**config.mk**
```make
export PLATFORM = sky130hd
export DESIGN_NAME = baud_tick_gen
export DESIGN_NICKNAME = d
export VERILOG_FILES = /design/src/rtl/baud_tick_gen.sv
export SDC_FILE = /design/constraint.sdc
export NUM_CORES = 1
export LEC_CHECK = 0
export BUFFER_PORTS_ARGS = -buffer_cell sky130_fd_sc_hd__buf_2
export CORE_ASPECT_RATIO = 1.4
export CORE_MARGIN = 1.5
export CORE_UTILIZATION = 55
export CTS_BUF_LIST = sky130_fd_sc_hd__clkbuf_4
export DETAILED_ROUTE_END_ITERATION = 10
export GPL_TIMING_DRIVEN = 0
export PLACE_DENSITY = 0.8
export SYNTH_ARGS = -nofsm -noshare
export SYNTH_HDL_FRONTEND = slang
export SYNTH_SLANG_ARGS = --single-unit
```
**constraint.sdc**
```tcl
create_clock -name i_clk -period 4.6 [get_ports i_clk]
set_clock_uncertainty 0.15 [all_clocks]
set_input_delay 0.46 -clock i_clk [delete_from_list [all_inputs] [get_ports i_clk]]
set_output_delay 0.46 -clock i_clk [all_outputs]
set_load 0.01 [all_outputs]
```
**src/rtl/baud_tick_gen.sv**
```systemverilog
// -----------------------------------------------------------------------------
// baud_tick_gen
//
// Purpose:
//   Baud-rate tick generator for a UART. A prescaler divides the system
//   clock by a runtime divisor to produce a one-cycle oversample tick
//   (o_os_tick). An oversample counter divides that by OVERSAMPLE to
//   produce a one-cycle baud tick (o_baud_tick). The baud tick coincides
//   with the last oversample tick of each bit. Baud ticks are counted in
//   o_tick_count. With MAX_TICKS != 0, o_done latches when the limit is
//   reached, and counting then freezes until i_clr.
//
// Ports:
//   i_clk        system clock, rising-edge active
//   i_reset      synchronous, active-low reset
//   i_en         count enable; low freezes all counters
//   i_div_load   strobe: adopt i_div_in (0 is taken as 1) as the divisor
//   i_div_in     runtime divisor, clk cycles per oversample tick
//   i_resync     strobe: restart bit phase at mid-bit (start-bit edge)
//   i_clr        strobe: clear o_tick_count and o_done
//   o_os_tick    one-cycle oversample tick (registered)
//   o_baud_tick  one-cycle baud tick (registered)
//   o_tick_count number of baud ticks issued
//   o_done       tick limit reached (only when MAX_TICKS != 0)
//   o_div_active divisor currently in use
//
// Strobe priority: reset > div_load > resync > clr > counting.
// -----------------------------------------------------------------------------
module baud_tick_gen #(
   parameter int CLK_F      = 25000000,
   parameter int BAUD       = 9600,
   parameter int OVERSAMPLE = 16,
   parameter int DIV_W      = 16,
   parameter int MAX_TICKS  = 0,
   parameter int CNT_W      = 32
) (
   input  logic             i_clk,
   input  logic             i_reset,
   input  logic             i_en,
   input  logic             i_div_load,
   input  logic [DIV_W-1:0] i_div_in,
   input  logic             i_resync,
   input  logic             i_clr,
   output logic             o_os_tick,
   output logic             o_baud_tick,
   output logic [CNT_W-1:0] o_tick_count,
   output logic             o_done,
   output logic [DIV_W-1:0] o_div_active
);

   localparam int OS_W        = $clog2(OVERSAMPLE);
   localparam int DEF_DIV_RAW = CLK_F / (BAUD * OVERSAMPLE);
   localparam int DEF_DIV_FLR = (DEF_DIV_RAW < 1) ? 1 : DEF_DIV_RAW;

   localparam logic [DIV_W-1:0] DEF_DIV   = DIV_W'(DEF_DIV_FLR);
   localparam logic [DIV_W-1:0] DIV_ONE   = DIV_W'(1);
   localparam logic [DIV_W-1:0] DIV_ZERO  = DIV_W'(0);
   localparam logic [OS_W-1:0]  OS_LAST   = OS_W'(OVERSAMPLE - 1);
   localparam logic [OS_W-1:0]  OS_HALF   = OS_W'(OVERSAMPLE / 2);
   localparam logic [OS_W-1:0]  OS_ZERO   = OS_W'(0);
   localparam logic [OS_W-1:0]  OS_ONE    = OS_W'(1);
   localparam logic [CNT_W-1:0] CNT_ZERO  = CNT_W'(0);
   localparam logic [CNT_W-1:0] CNT_ONE   = CNT_W'(1);
   localparam logic [CNT_W-1:0] MAX_CNT   = CNT_W'(MAX_TICKS);
   localparam logic             HAS_LIMIT = (MAX_TICKS != 0);

   // Registered state
   logic [DIV_W-1:0] r_div;
   logic [DIV_W-1:0] r_presc;
   logic [OS_W-1:0]  r_os_cnt;
   logic [CNT_W-1:0] r_tick_cnt;
   logic             r_done;
   logic             r_os_tick;
   logic             r_baud_tick;

   // Next-state values
   logic [DIV_W-1:0] w_div_nxt;
   logic [DIV_W-1:0] w_presc_nxt;
   logic [OS_W-1:0]  w_os_cnt_nxt;
   logic [CNT_W-1:0] w_tick_cnt_nxt;
   logic             w_done_nxt;
   logic             w_os_tick_nxt;
   logic             w_baud_tick_nxt;

   // Helpers
   logic             w_presc_last;
   logic             w_os_last;
   logic [CNT_W-1:0] w_cnt_inc;

   // r_div is never 0, so div-1 cannot underflow.
   assign w_presc_last = (r_presc == (r_div - DIV_ONE));
   assign w_os_last    = (r_os_cnt == OS_LAST);
   assign w_cnt_inc    = r_tick_cnt + CNT_ONE;

   // Next-state and tick decode for prescaler, oversample counter and tick count
   always_comb begin
      w_div_nxt       = r_div;
      w_presc_nxt     = r_presc;
      w_os_cnt_nxt    = r_os_cnt;
      w_tick_cnt_nxt  = r_tick_cnt;
      w_done_nxt      = r_done;
      w_os_tick_nxt   = 1'b0;
      w_baud_tick_nxt = 1'b0;

      if (i_div_load) begin
         // New divisor restarts the bit; any tick due now is dropped.
         w_div_nxt    = (i_div_in == DIV_ZERO) ? DIV_ONE : i_div_in;
         w_presc_nxt  = DIV_ZERO;
         w_os_cnt_nxt = OS_ZERO;
      end else if (i_resync) begin
         // Restart at mid-bit so the next baud tick samples the bit centre.
         w_presc_nxt  = DIV_ZERO;
         w_os_cnt_nxt = OS_HALF;
      end else if (i_clr) begin
         // Clear wins over counting: counters hold for this one cycle.
         w_presc_nxt  = r_presc;
         w_os_cnt_nxt = r_os_cnt;
      end else if (i_en && !r_done) begin
         if (w_presc_last) begin
            w_presc_nxt   = DIV_ZERO;
            w_os_tick_nxt = 1'b1;
            if (w_os_last) begin
               w_os_cnt_nxt    = OS_ZERO;
               w_baud_tick_nxt = 1'b1;
               w_tick_cnt_nxt  = w_cnt_inc;
               if (HAS_LIMIT && (w_cnt_inc == MAX_CNT)) begin
                  w_done_nxt = 1'b1;
               end else begin
                  w_done_nxt = r_done;
               end
            end else begin
               w_os_cnt_nxt = r_os_cnt + OS_ONE;
            end
         end else begin
            w_presc_nxt = r_presc + DIV_ONE;
         end
      end else begin
         // Disabled or limit reached: everything holds.
         w_presc_nxt  = r_presc;
         w_os_cnt_nxt = r_os_cnt;
      end

      // clr still applies its clears underneath a div_load or resync.
      if (i_clr) begin
         w_tick_cnt_nxt = CNT_ZERO;
         w_done_nxt     = 1'b0;
      end else begin
         w_tick_cnt_nxt = w_tick_cnt_nxt;
      end
   end

   // State and output registers with synchronous active-low reset
   always_ff @(posedge i_clk) begin
      if (!i_reset) begin
         r_div       <= DEF_DIV;
         r_presc     <= DIV_ZERO;
         r_os_cnt    <= OS_ZERO;
         r_tick_cnt  <= CNT_ZERO;
         r_done      <= 1'b0;
         r_os_tick   <= 1'b0;
         r_baud_tick <= 1'b0;
      end else begin
         r_div       <= w_div_nxt;
         r_presc     <= w_presc_nxt;
         r_os_cnt    <= w_os_cnt_nxt;
         r_tick_cnt  <= w_tick_cnt_nxt;
         r_done      <= w_done_nxt;
         r_os_tick   <= w_os_tick_nxt;
         r_baud_tick <= w_baud_tick_nxt;
      end
   end

   assign o_os_tick    = r_os_tick;
   assign o_baud_tick  = r_baud_tick;
   assign o_tick_count = r_tick_cnt;
   assign o_done       = r_done;
   assign o_div_active = r_div;

endmodule
```
[Yosys cells after proc, flatten, opt, wreduce, memory -nomap -nowiden]
Cells that the tools add are included.
Operators by class
  $add $sub $neg: 4
  equality and inequality tests: 3
  multiplexer cells: 9
  bitwise operators: 6
  reduce and logical (&&, ||, !) cells: 12
Operators with widths (number)
  32-bit by 1-bit adder with 32-bit output, second input constant: 1
  16-bit 2-to-1 mux: 2
  4-bit 2-to-1 mux: 5
  16-bit by 1-bit adder with 16-bit output, second input constant: 1
  16-bit == test: 1
  16-bit zero test: 1
  16-bit by 1-bit subtractor with 16-bit output, second input constant: 1
  1-bit NOT: 6
  3-bit AND reduction: 2
  6-bit OR reduction: 1
  5-bit AND reduction: 1
  5-bit OR reduction: 1
  4-bit by 1-bit adder with 4-bit output, second input constant: 1
  4-bit == test, second input constant: 1
  2-bit nonzero test: 2
  2-bit OR reduction: 2
  3-bit OR reduction: 1
  1-bit 2-to-1 mux: 2
  2-bit inequality test, second input constant: 1
  2-bit AND reduction: 1
Storage, ports and cells
  bits in registers: 70
  bits of input ports: 22
  word-level logic and storage cells: 41

[Depth between registers and ports, before layout]
Gate-level depths: netlist of run 1.
  depth in word-level cells: 6
  depth in mapped cells: 13
  gate-level depth less buffers: 9

[Worst setup path after synthesis of run 1]
OpenSTA, ideal clock, no wires.
  kind: register to register
  from: register r_div[4], in the netlist o_div_active[4]
  to: register r_tick_cnt[27], in the netlist o_tick_count[27]
  setup time: 0.070 ns
  arrival: 3.068 ns
  data required time: 4.380 ns
  slack: 1.311 ns
  cell stages (with the launch flop): 11
  buffers on the path: 3
  cell sequence: dfxtp_1 > buf_4 > or4_1 > clkbuf_1 > or4_1 > or4_4 > o211ai_4 > nand4_1 > buf_2 > or4_1 > a21oi_1
On the way
  longest elaborated chain between the ends: 3
RTL lines
  start, declared: RTL line 68  | logic [DIV_W-1:0] r_div;
  start signal, assigned: RTL line 163  | r_div <= w_div_nxt;
  16-bit by 1-bit subtractor with 16-bit output: RTL line 91  | assign w_presc_last = (r_presc == (r_div - DIV_ONE));
  16-bit == test: RTL line 91
  5-bit AND reduction (no source line)
  end signal, assigned: RTL line 166  | r_tick_cnt <= w_tick_cnt_nxt;
  end, declared: RTL line 71  | logic [CNT_W-1:0] r_tick_cnt;
No other way between the ends.
A chain may end at the register's enable or synchronous reset.

[Final worst setup path of run 1]
  from: register r_div[0], in the netlist o_div_active[0]
  to: register r_tick_cnt[10], in the netlist o_tick_count[10]
The elaborated chain is that of the path after synthesis.

==> impl_metrics.env, run 1 <==
export IMPL_status="finished clean"
export IMPL_synth_top_cell_area_share_pct=37.47
export IMPL_synth_top_flop_cell="dfxtp_1"
export IMPL_die_area_sq_um=7310
export IMPL_postSynthCellCount=454
export IMPL_cts_resized_gates=0
export IMPL_clock_sinks=70
export IMPL_synth_nets=480
export IMPL_path_clk_slew_ns=0.11
export IMPL_worstMarginPinSlew_ns=0.8769
export IMPL_p_leak_nw=1.680
export IMPL_pin_count=73
export IMPL_synth_area_top_cells="dfxtp_1 (37%), xor2_1 (5.6%), a21oi_1 (4.4%), nand2_1 (3.7%), or3_1 (3.7%)"
export IMPL_clock_path_buffers=2
export IMPL_post_route_period_util_pct=89.20
export IMPL_gp_congestion=0.9188
export IMPL_initial_core_util_pct=56.93
export IMPL_die_h_microns=100.6
export IMPL_rows=35
export IMPL_diodes=0
export IMPL_grt_pass1_vias=3692
export IMPL_async_reset_ff_share_pct=0
export IMPL_fin_nets=561
export IMPL_ys_ff_latch=70
export IMPL_grt_pass1_wl_microns=16330
export IMPL_vias_per_cell=6.140
export IMPL_cts_buffers=9
export IMPL_place_hpwl_microns=7637
export IMPL_hold_path_class="in -> reg"
export IMPL_portBuffers=70
export IMPL_rsz0062_at_grt="no"
export IMPL_routed_wl_microns=9984
export IMPL_fmaxAchievable_mhz=243.7
export IMPL_cts_tree="done"
export IMPL_cp_required_ns=4.79
export IMPL_avgSynthCellArea_sq_um=8.238
export IMPL_synth_most_common_cell="dfxtp_1"
export IMPL_post_drt_wl_per_cell_microns=16.26
export IMPL_grt_max_degree=13
export IMPL_routed_top_layer="met4"
export IMPL_cts_max_level=3
export IMPL_cts_root_buffer="clkbuf_4"
export IMPL_antenna_found_initial=0
export IMPL_crit_type="reg -> reg"
export IMPL_placed_area_sq_um=4183
export IMPL_drc=0
export IMPL_grt_overflow_total=0
export IMPL_core_area_sq_um=6569
export IMPL_drive_gt1_share_pct=18.15
export IMPL_wl_met3_microns=490
export IMPL_peakVddDrop_uv=191.4
export IMPL_start_kind="flop"
export IMPL_final_antenna_net_count=0
export IMPL_powerDensity_nw_per_um2=273.2
export IMPL_wl_met2_microns=5422
export IMPL_postCtsHoldBufs=0
export IMPL_synth_edf_count=0
export IMPL_vias=3770
export IMPL_worstHoldStart="i_div_in[15]"
export IMPL_grtUsageTotal_pct=28.38
export IMPL_final_max_slew_viol_count=0
export IMPL_die_w_microns=72.69
export IMPL_wl_met1_microns=3791
export IMPL_synth_largest_area_cell="dfxtp_1"
export IMPL_ys_seq_area_share_pct=37.47
export IMPL_synth_cell_type_count=56
export IMPL_drt_pass1_iterations=5
export IMPL_maxCapViolCount=0
export IMPL_crit_fanout=10
export IMPL_finalInstanceArea_sq_um=4344
export IMPL_setup_tns_ns=0
export IMPL_crit_path_start="o_div_active[0]"
export IMPL_maxSlewHeadroom_pct=40.71
export IMPL_reg2reg_from="o_div_active[0]"
export IMPL_setup_viol=0
export IMPL_fill_cells=584
export IMPL_synth_commonest_cells="dfxtp_1 (70), nand2_1 (37), nor2_1 (34), a21oi_1 (33), xor2_1 (24)"
export IMPL_yosys_warnings=0
export IMPL_min_period_ns=4.103
export IMPL_clk_latency_ns=0.41
export IMPL_postCtsSetupBuffers=0
export IMPL_cp_arrival_ns=4.30
export IMPL_drtIter0Drc=190
export IMPL_end_kind="flop"
export IMPL_area_growth_pct=16.16
export IMPL_hold_violations=0
export IMPL_syn_area_sq_um=3740
export IMPL_power_mw=1.187
## metal layers
| metal | vias up | GRT usage [%] |
|---|---|---|
| met4 | 0 | 13.35 |
| met2 | 140 | 54.27 |
| li1 | 1848 | - |
| met3 | 22 | 6.100 |
| met1 | 1760 | 28.23 |
| met5 | - | 0 |
## registers in the layout, summed over array words and instances, names as in the netlist
signal,count
o_div_active,16
o_tick_count,32
o_os_tick,1
o_baud_tick,1
r_os_cnt,4
r_presc,16
## where the power goes
part / total [mW] / switching, mW / internal (mW)
logic: 0.114 / 0.0690 / 0.0453
registers: 0.627 / 0.0116 / 0.615
clock network: 0.446 / 0.220 / 0.226
total: 1.19 / 0.301 / 0.886
## path summary, 6_finish.rpt
| path | to | slack [ns] | cells past startpoint |
|---|---|---|---|
| worst min register to register | o_tick_count[31] | 0.35 | 2 |
| worst min-delay path | o_div_active[15] | 0.12 | 2 |
| worst max-delay path | o_tick_count[10] | 0.50 | 12 |
| worst max register to register | o_tick_count[10] | 0.50 | 12 |
## metrics by stage
| step | hold WS, ns | utilization (%) | instances | worst slack, ns |
|---|---|---|---|---|
| floorplan | 0.3084 | - | 454 | 1.311 |
| global placement | 0.3221 | 63.68 | 598 | 0.6174 |
| detailed placement | 0.3332 | 63.68 | 598 | 0.5468 |
| CTS | 0.09537 | 66.13 | 614 | 0.5198 |
| global route | 0.1113 | 66.13 | 614 | 0.1167 |
| finish | 0.1196 | 66.13 | 614 | 0.4967 |
## placed cells by master, fill, tap and decap left out, drive strengths merged, types with 10 or more instances in the layout
master	synthesis	layout
buf	6	76
dfxtp	70	70
nand2	37	37
nor2	34	34
a21oi	33	33
clkbuf	20	30
xor2	24	24
or3	22	22
o21ai	22	22
or4	19	19
nand3	17	17
nand4	16	16
nor4	14	14
a22o	13	13
o31ai	12	12
inv	10	10
xnor2	10	10
and3	10	10
## critical path, cell delays in order (launching register included)
cell and delay [ns]:
dfxtp_1 0.32, clkbuf_1 0.24, inv_1 0.11, ha_1 0.17, clkbuf_1 0.32, nor3b_1 0.53, nand3b_1 0.16, xnor2_1 0.20
nor4_1 0.55, nand4_2 0.38, clkbuf_1 0.36, or3_1 0.41, a21oi_1 0.15
## area by class of cell
type                            instances  area (sq um)  share of cell area, %
Tap cell                               74         92.59                  2.131
Sequential cell                        70          1401                  32.26
Timing Repair Buffer                   70         350.3                  8.065
Clock buffer                           10         75.07                  1.728
Buffer                                 26         107.6                  2.477
Inverter                               10         37.54                 0.8641
Clock inverter                          6         86.33                  1.987
Multi-Input combinational cell        348          2193                  50.49
## cell families after synthesis
family,Yosys count,synth area share (%)
AND/OR/NAND/NOR,204,30.28
AO/OA/AOI/OAI,99,17.33
flip-flops,70,37.47
buffers and inverters,36,3.881
XOR/XNOR,34,7.962
multiplexers,6,1.639
adder cells (fa/ha/maj),4,1.338
other,1,0.1003
(Power assumes the default switching activity.)
==> inputs of run 2 (changes only) <==
- CORE_UTILIZATION: 55 -> 52
- CTS_CLUSTER_DIAMETER: not set -> 50
- PLACE_DENSITY: 0.8 -> 0.79
- clock period: 4.6 -> 3.58 ns (I/O delays scaled with it)
==> impl_metrics.env, run 2 (synthesis gave the netlist of run 1 again) <==
export IMPL_gp_congestion=0.9049
export IMPL_clk_latency_ns=0.41
export IMPL_final_max_slew_viol_count=0
export IMPL_setup_viol=0
export IMPL_fill_cells=612
export IMPL_area_growth_pct=22.62
export IMPL_dpl_worst_slack_ns=-0.5252
export IMPL_p_leak_nw=1.764
export IMPL_die_h_microns=103.3
export IMPL_cp_arrival_ns=3.69
export IMPL_fin_ws_ns=0.08489
export IMPL_diodes=0
export IMPL_final_cell_mix="buf_2 (72), dfxtp_1 (69), nand2_1 (37), nor2_1 (34), a21oi_1 (33)"
export IMPL_maxSlewHeadroom_pct=45.22
export IMPL_clock_path_buffers=2
export IMPL_initial_core_util_pct=53.57
export IMPL_grt_pass1_vias=3427
export IMPL_hold_end="o_div_active[8]"
export IMPL_utilization_pct=65.68
export IMPL_grtUsageTotal_pct=26.32
export IMPL_worstRegToRegCells=8
export IMPL_dpl_cell_count=619
export IMPL_worstHoldStart="i_div_in[8]"
export IMPL_worstMarginPinSlew_ns=0.8102
export IMPL_vias=3831
export IMPL_largest_reg_flops=32
export IMPL_final_antenna_net_count=0
export IMPL_min_period_ns=3.495
export IMPL_drive_gt1_share_pct=20.95
export IMPL_rrSetupSlack_ns=0.08
export IMPL_hold_path_class="in -> reg"
export IMPL_peakVddDrop_uv=252.8
export IMPL_grt_overflow_total=0
export IMPL_clock_sinks=70
export IMPL_crit_fanout=7
export IMPL_grt_pass1_wl_microns=15630
export IMPL_fin_nets=570
export IMPL_status="finished clean"
export IMPL_drt_pass1_iterations=5
export IMPL_reg2reg_from="o_div_active[8]"
export IMPL_start_kind="flop"
export IMPL_maxCapViolCount=0
export IMPL_crit_type="reg -> reg"
export IMPL_vias_per_cell=5.949
export IMPL_core_area_sq_um=6982
export IMPL_post_drt_wl_per_cell_microns=15.73
export IMPL_die_w_microns=74.68
export IMPL_end_kind="flop"
export IMPL_post_route_period_util_pct=97.63
export IMPL_drtIter0Drc=189
export IMPL_setup_tns_ns=0
export IMPL_power_mw=1.608
export IMPL_cp_required_ns=3.77
export IMPL_fmaxAchievable_mhz=286.1
export IMPL_rows=36
export IMPL_final_cells=644
export IMPL_die_area_sq_um=7717
export IMPL_grt_max_degree=13
export IMPL_drc=0
export IMPL_cts_tree="done"
export IMPL_pin_count=73
export IMPL_place_hpwl_microns=7470
export IMPL_r2r_end="o_tick_count[20]"
export IMPL_regArea_sq_um=1403
export IMPL_path_clk_slew_ns=0.11
export IMPL_cts_max_level=3
export IMPL_multiInputGateArea_sq_um=2282
export IMPL_antenna_found_initial=0
export IMPL_powerDensity_nw_per_um2=350.7
export IMPL_cts_buffers=9
export IMPL_final_common_cell="buf_2"
export IMPL_cts_root_buffer="clkbuf_4"
export IMPL_whs_path_depth=2
export IMPL_routed_wl_microns=10130
export IMPL_portBuffers=70
export IMPL_hold_violations=0
-- run 2: cell types whose count changed in the layout (fill, tap and decap cells not counted), moves of 2 or more --
cell | before | now
clkbuf_1 | 20 | 13
nor4_1 | 14 | 12
clkbuf_2 | 0 | 3
buf_4 | 2 | 6
dlygate4sd3_1 | 0 | 7
-- run 2: routing by layer --
layer,vias up,share of wire (%),GRT usage (%)
met5,-,0,0
met4,0,2.6,11.05
met3,21,5.1,5.523
met2,122,53,49.31
met1,1818,39,27.94
li1,1870,-,-
-- run 2: worst max-delay path, stage by stage (launching register included) --
cell	delay [ns]
dfxtp_1	0.42
or4_1	0.61
or4_1	0.51
or4_4	0.45
o211ai_4	0.25
buf_4	0.16
nand4_2	0.17
or4_1	0.55
a21oi_1	0.17
-- run 2: layout make-up --
| type | count | area share [%] |
|---|---|---|
| clock inverters | 7 | 2.456 |
| inverters | 10 | 0.8186 |
| flip-flops and latches | 70 | 30.59 |
| multi-input cells | 349 | 49.77 |
| repair buffers | 81 | 9.823 |
| clock buffers | 9 | 1.473 |
| well taps | 95 | 2.592 |
| plain buffers | 23 | 2.483 |
-- run 2: how the worst max path moves through the flow --
stage                                   to  slack (ns)            start  cells past startpoint
after global routing      o_tick_count[14]      -0.009  o_div_active[8]                      9
after floorplan           o_tick_count[27]        0.29  o_div_active[4]                     10
after CTS                 o_tick_count[14]       0.002  o_div_active[5]                     10
after global placement         r_presc[10]       -0.52  o_div_active[0]                     12
final                     o_tick_count[20]        0.08  o_div_active[8]                      8
after detailed placement  o_tick_count[12]       -0.53  o_div_active[0]                     12
-- run 2: power by group --
| group | internal, mW | switching, mW | leakage (nW) | total (mW) |
|---|---|---|---|---|
| logic | 0.0686 | 0.0949 | 1.10 | 0.163 |
| registers | 0.790 | 0.0206 | 0.567 | 0.811 |
| clock network | 0.350 | 0.284 | 0.0973 | 0.634 |
| total | 1.21 | 0.399 | 1.76 | 1.61 |
-- run 2: metrics by stage --
step	hold WS (ns)	cell area [sq um]
detailed placement	0.3328	4209
floorplan	0.2699	3740
finish	0.01855	4586
CTS	0.0004267	4501
global placement	0.3206	4209
global route	0.006271	4586
-- run 2: what timing repair did --
action,4_1_cts,5_1_grt
gates cloned,0,1
hold buffers,6,1
pin swaps,2,1
endpoints found under the setup margin,49,47
endpoints found under the hold margin,6,1
resized for setup,11,12
setup buffers,2,2
==> inputs of run 3 (changes only) <==
- CORE_UTILIZATION: 52 -> 55
- PLACE_DENSITY: 0.79 -> 0.8
- clock period: 3.58 -> 3.6 ns (I/O delays scaled with it)
==> impl_metrics.env, run 3 (synthesis gave the netlist of run 1 again) <==
export IMPL_clock_path_buffers=2
export IMPL_die_area_sq_um=7310
export IMPL_drive_gt1_share_pct=21.03
export IMPL_drc=0
export IMPL_final_cells=616
export IMPL_cp_arrival_ns=3.69
export IMPL_initial_core_util_pct=56.93
export IMPL_clock_sinks=70
export IMPL_end_kind="flop"
export IMPL_worstMarginPinSlew_ns=0.9211
export IMPL_r2r_end="o_tick_count[27]"
export IMPL_wl_met3_microns=463
export IMPL_whs_ns=0.01160
export IMPL_final_max_slew_viol_count=0
export IMPL_post_route_period_util_pct=96.68
export IMPL_rows=35
export IMPL_rrSetupSlack_ns=0.12
export IMPL_drt_pass1_iterations=7
export IMPL_p_seq_share_pct=52.6
export IMPL_portBuffers=70
export IMPL_die_h_microns=100.6
export IMPL_min_period_ns=3.480
export IMPL_crit_type="reg -> reg"
export IMPL_core_area_sq_um=6569
export IMPL_setup_viol=0
export IMPL_drtIter0Drc=232
export IMPL_hold_violations=0
export IMPL_crit_fanout=10
export IMPL_reg2reg_from="o_div_active[8]"
export IMPL_maxSlewHeadroom_pct=37.73
export IMPL_clk_latency_ns=0.42
export IMPL_routed_wl_microns=10250
export IMPL_placed_area_sq_um=4183
export IMPL_power_mw=1.532
export IMPL_wl_met1_microns=3929
export IMPL_start_kind="flop"
export IMPL_grt_pass1_vias=3730
export IMPL_switchingPower_uw=395.8
export IMPL_fill_cells=569
export IMPL_vias=3835
export IMPL_finalInstanceArea_sq_um=4457
export IMPL_area_growth_pct=19.17
export IMPL_final_cell_mix="buf_2 (72), dfxtp_1 (68), nand2_1 (37), nor2_1 (34), a21oi_1 (33)"
export IMPL_cts_root_buffer="clkbuf_4"
export IMPL_peakVddDrop_uv=248.7
export IMPL_rsz0062_at_grt="no"
export IMPL_path_clk_slew_ns=0.11
export IMPL_cts_max_level=3
export IMPL_p_sw_share_pct=25.83
export IMPL_fmaxAchievable_mhz=287.3
export IMPL_p_comb_share_pct=9.9
export IMPL_powerDensity_nw_per_um2=343.8
export IMPL_hold_end="o_div_active[9]"
export IMPL_diodes=0
export IMPL_largest_reg_flops=32
export IMPL_antenna_found_initial=0
export IMPL_cts_tree="done"
export IMPL_p_int_mw=1.137
export IMPL_cp_required_ns=3.81
export IMPL_final_antenna_net_count=0
export IMPL_vias_per_cell=6.226
export IMPL_p_leak_nw=1.718
export IMPL_die_w_microns=72.69
export IMPL_utilization_pct=67.85
export IMPL_gp_congestion=0.9188
export IMPL_wl_met2_microns=5435
export IMPL_status="finished clean"
export IMPL_fin_nets=563
export IMPL_hold_path_class="in -> reg"
export IMPL_clockPowerShare_pct=37.5
export IMPL_pin_count=73
export IMPL_whs_path_depth=2
export IMPL_maxCapViolCount=0
export IMPL_cts_buffers=9
export IMPL_place_hpwl_microns=7637
export IMPL_grt_pass1_wl_microns=16640
export IMPL_worstHoldStart="i_div_in[9]"
export IMPL_dpl_cell_count=598
export IMPL_worstRegToRegCells=8
export IMPL_grt_max_degree=13
export IMPL_grtUsageTotal_pct=28.91
export IMPL_post_drt_wl_per_cell_microns=16.64
export IMPL_final_common_cell="buf_2"
export IMPL_grt_overflow_total=0
export IMPL_routed_top_layer="met4"
[run 3: changes by cell type in the layout (fill, tap and decap cells not counted), sizes merged]
cell         before  now
buf              79   78
dlygate4sd3       7    2
bufinv            3    2
clkbuf           27   28
nand4            17   16
[run 3: worst max-delay path by stage]
| stage | startpoint | end | slack [ns] | cells after the start |
|---|---|---|---|---|
| global placement | o_div_active[0] | o_tick_count[10] | -0.38 | 12 |
| detailed placement | o_div_active[0] | o_tick_count[10] | -0.45 | 12 |
| CTS | o_div_active[5] | o_tick_count[10] | 0.002 | 10 |
| floorplan | o_div_active[4] | o_tick_count[27] | 0.31 | 10 |
| global route | o_div_active[8] | o_tick_count[27] | 0.03 | 8 |
| finish | o_div_active[8] | o_tick_count[27] | 0.12 | 8 |
[run 3: through the flow]
| stage | setup TNS (ns) | setup slack (ns) |
|---|---|---|
| CTS | 0 | 0.001805 |
| floorplan | 0 | 0.3111 |
| detailed placement | -11.32 | -0.4532 |
| finish | 0 | 0.1195 |
| global route | 0 | 0.02717 |
| global placement | -9.380 | -0.3826 |
[run 3: power groups by stage]
| stage | clock network (mW) | logic [mW] | registers (mW) |
|---|---|---|---|
| global placement | 0 | 0.143 | 0.818 |
| floorplan | 0 | 0.0896 | 0.820 |
| CTS | 0.582 | 0.148 | 0.803 |
| finish | 0.575 | 0.152 | 0.806 |
| detailed placement | 0 | 0.145 | 0.818 |
| global route | 0.613 | 0.166 | 0.808 |
[run 3: area by class of cell]
cell class	instances	area, sq um	share of cell area, %
clock inverters	6	86.33	1.937
flip-flops and latches	70	1404	31.50
inverters	10	37.54	0.8422
well taps	74	92.59	2.077
repair buffers	75	392.9	8.815
multi-input cells	348	2257	50.65
plain buffers	23	111.4	2.499
clock buffers	10	75.07	1.684
[run 3: layer usage]
layer  up-vias  global-route usage (%)
met1      1798                   29.04
met5         -                       0
met3        36                   5.600
li1       1856                       -
met4         0                   13.79
met2       145                   55.33
[run 3: timing repair]
action                                 4_1_cts  5_1_grt
pin swaps                                    1        1
endpoints found under the hold margin        2        0
buffers inserted                             3        0
gates resized for setup                     10       10
hold buffers                                 2        0
setup endpoints to repair                   48       44
[run 3: worst max-delay path: stages, from the launching register on]
cell,delay [ns]
dfxtp_1,0.41
or4_4,0.59
or4_4,0.51
or4_4,0.45
o211ai_4,0.30
nand4_1,0.16
clkbuf_4,0.22
or4_1,0.48
a21oi_1,0.14
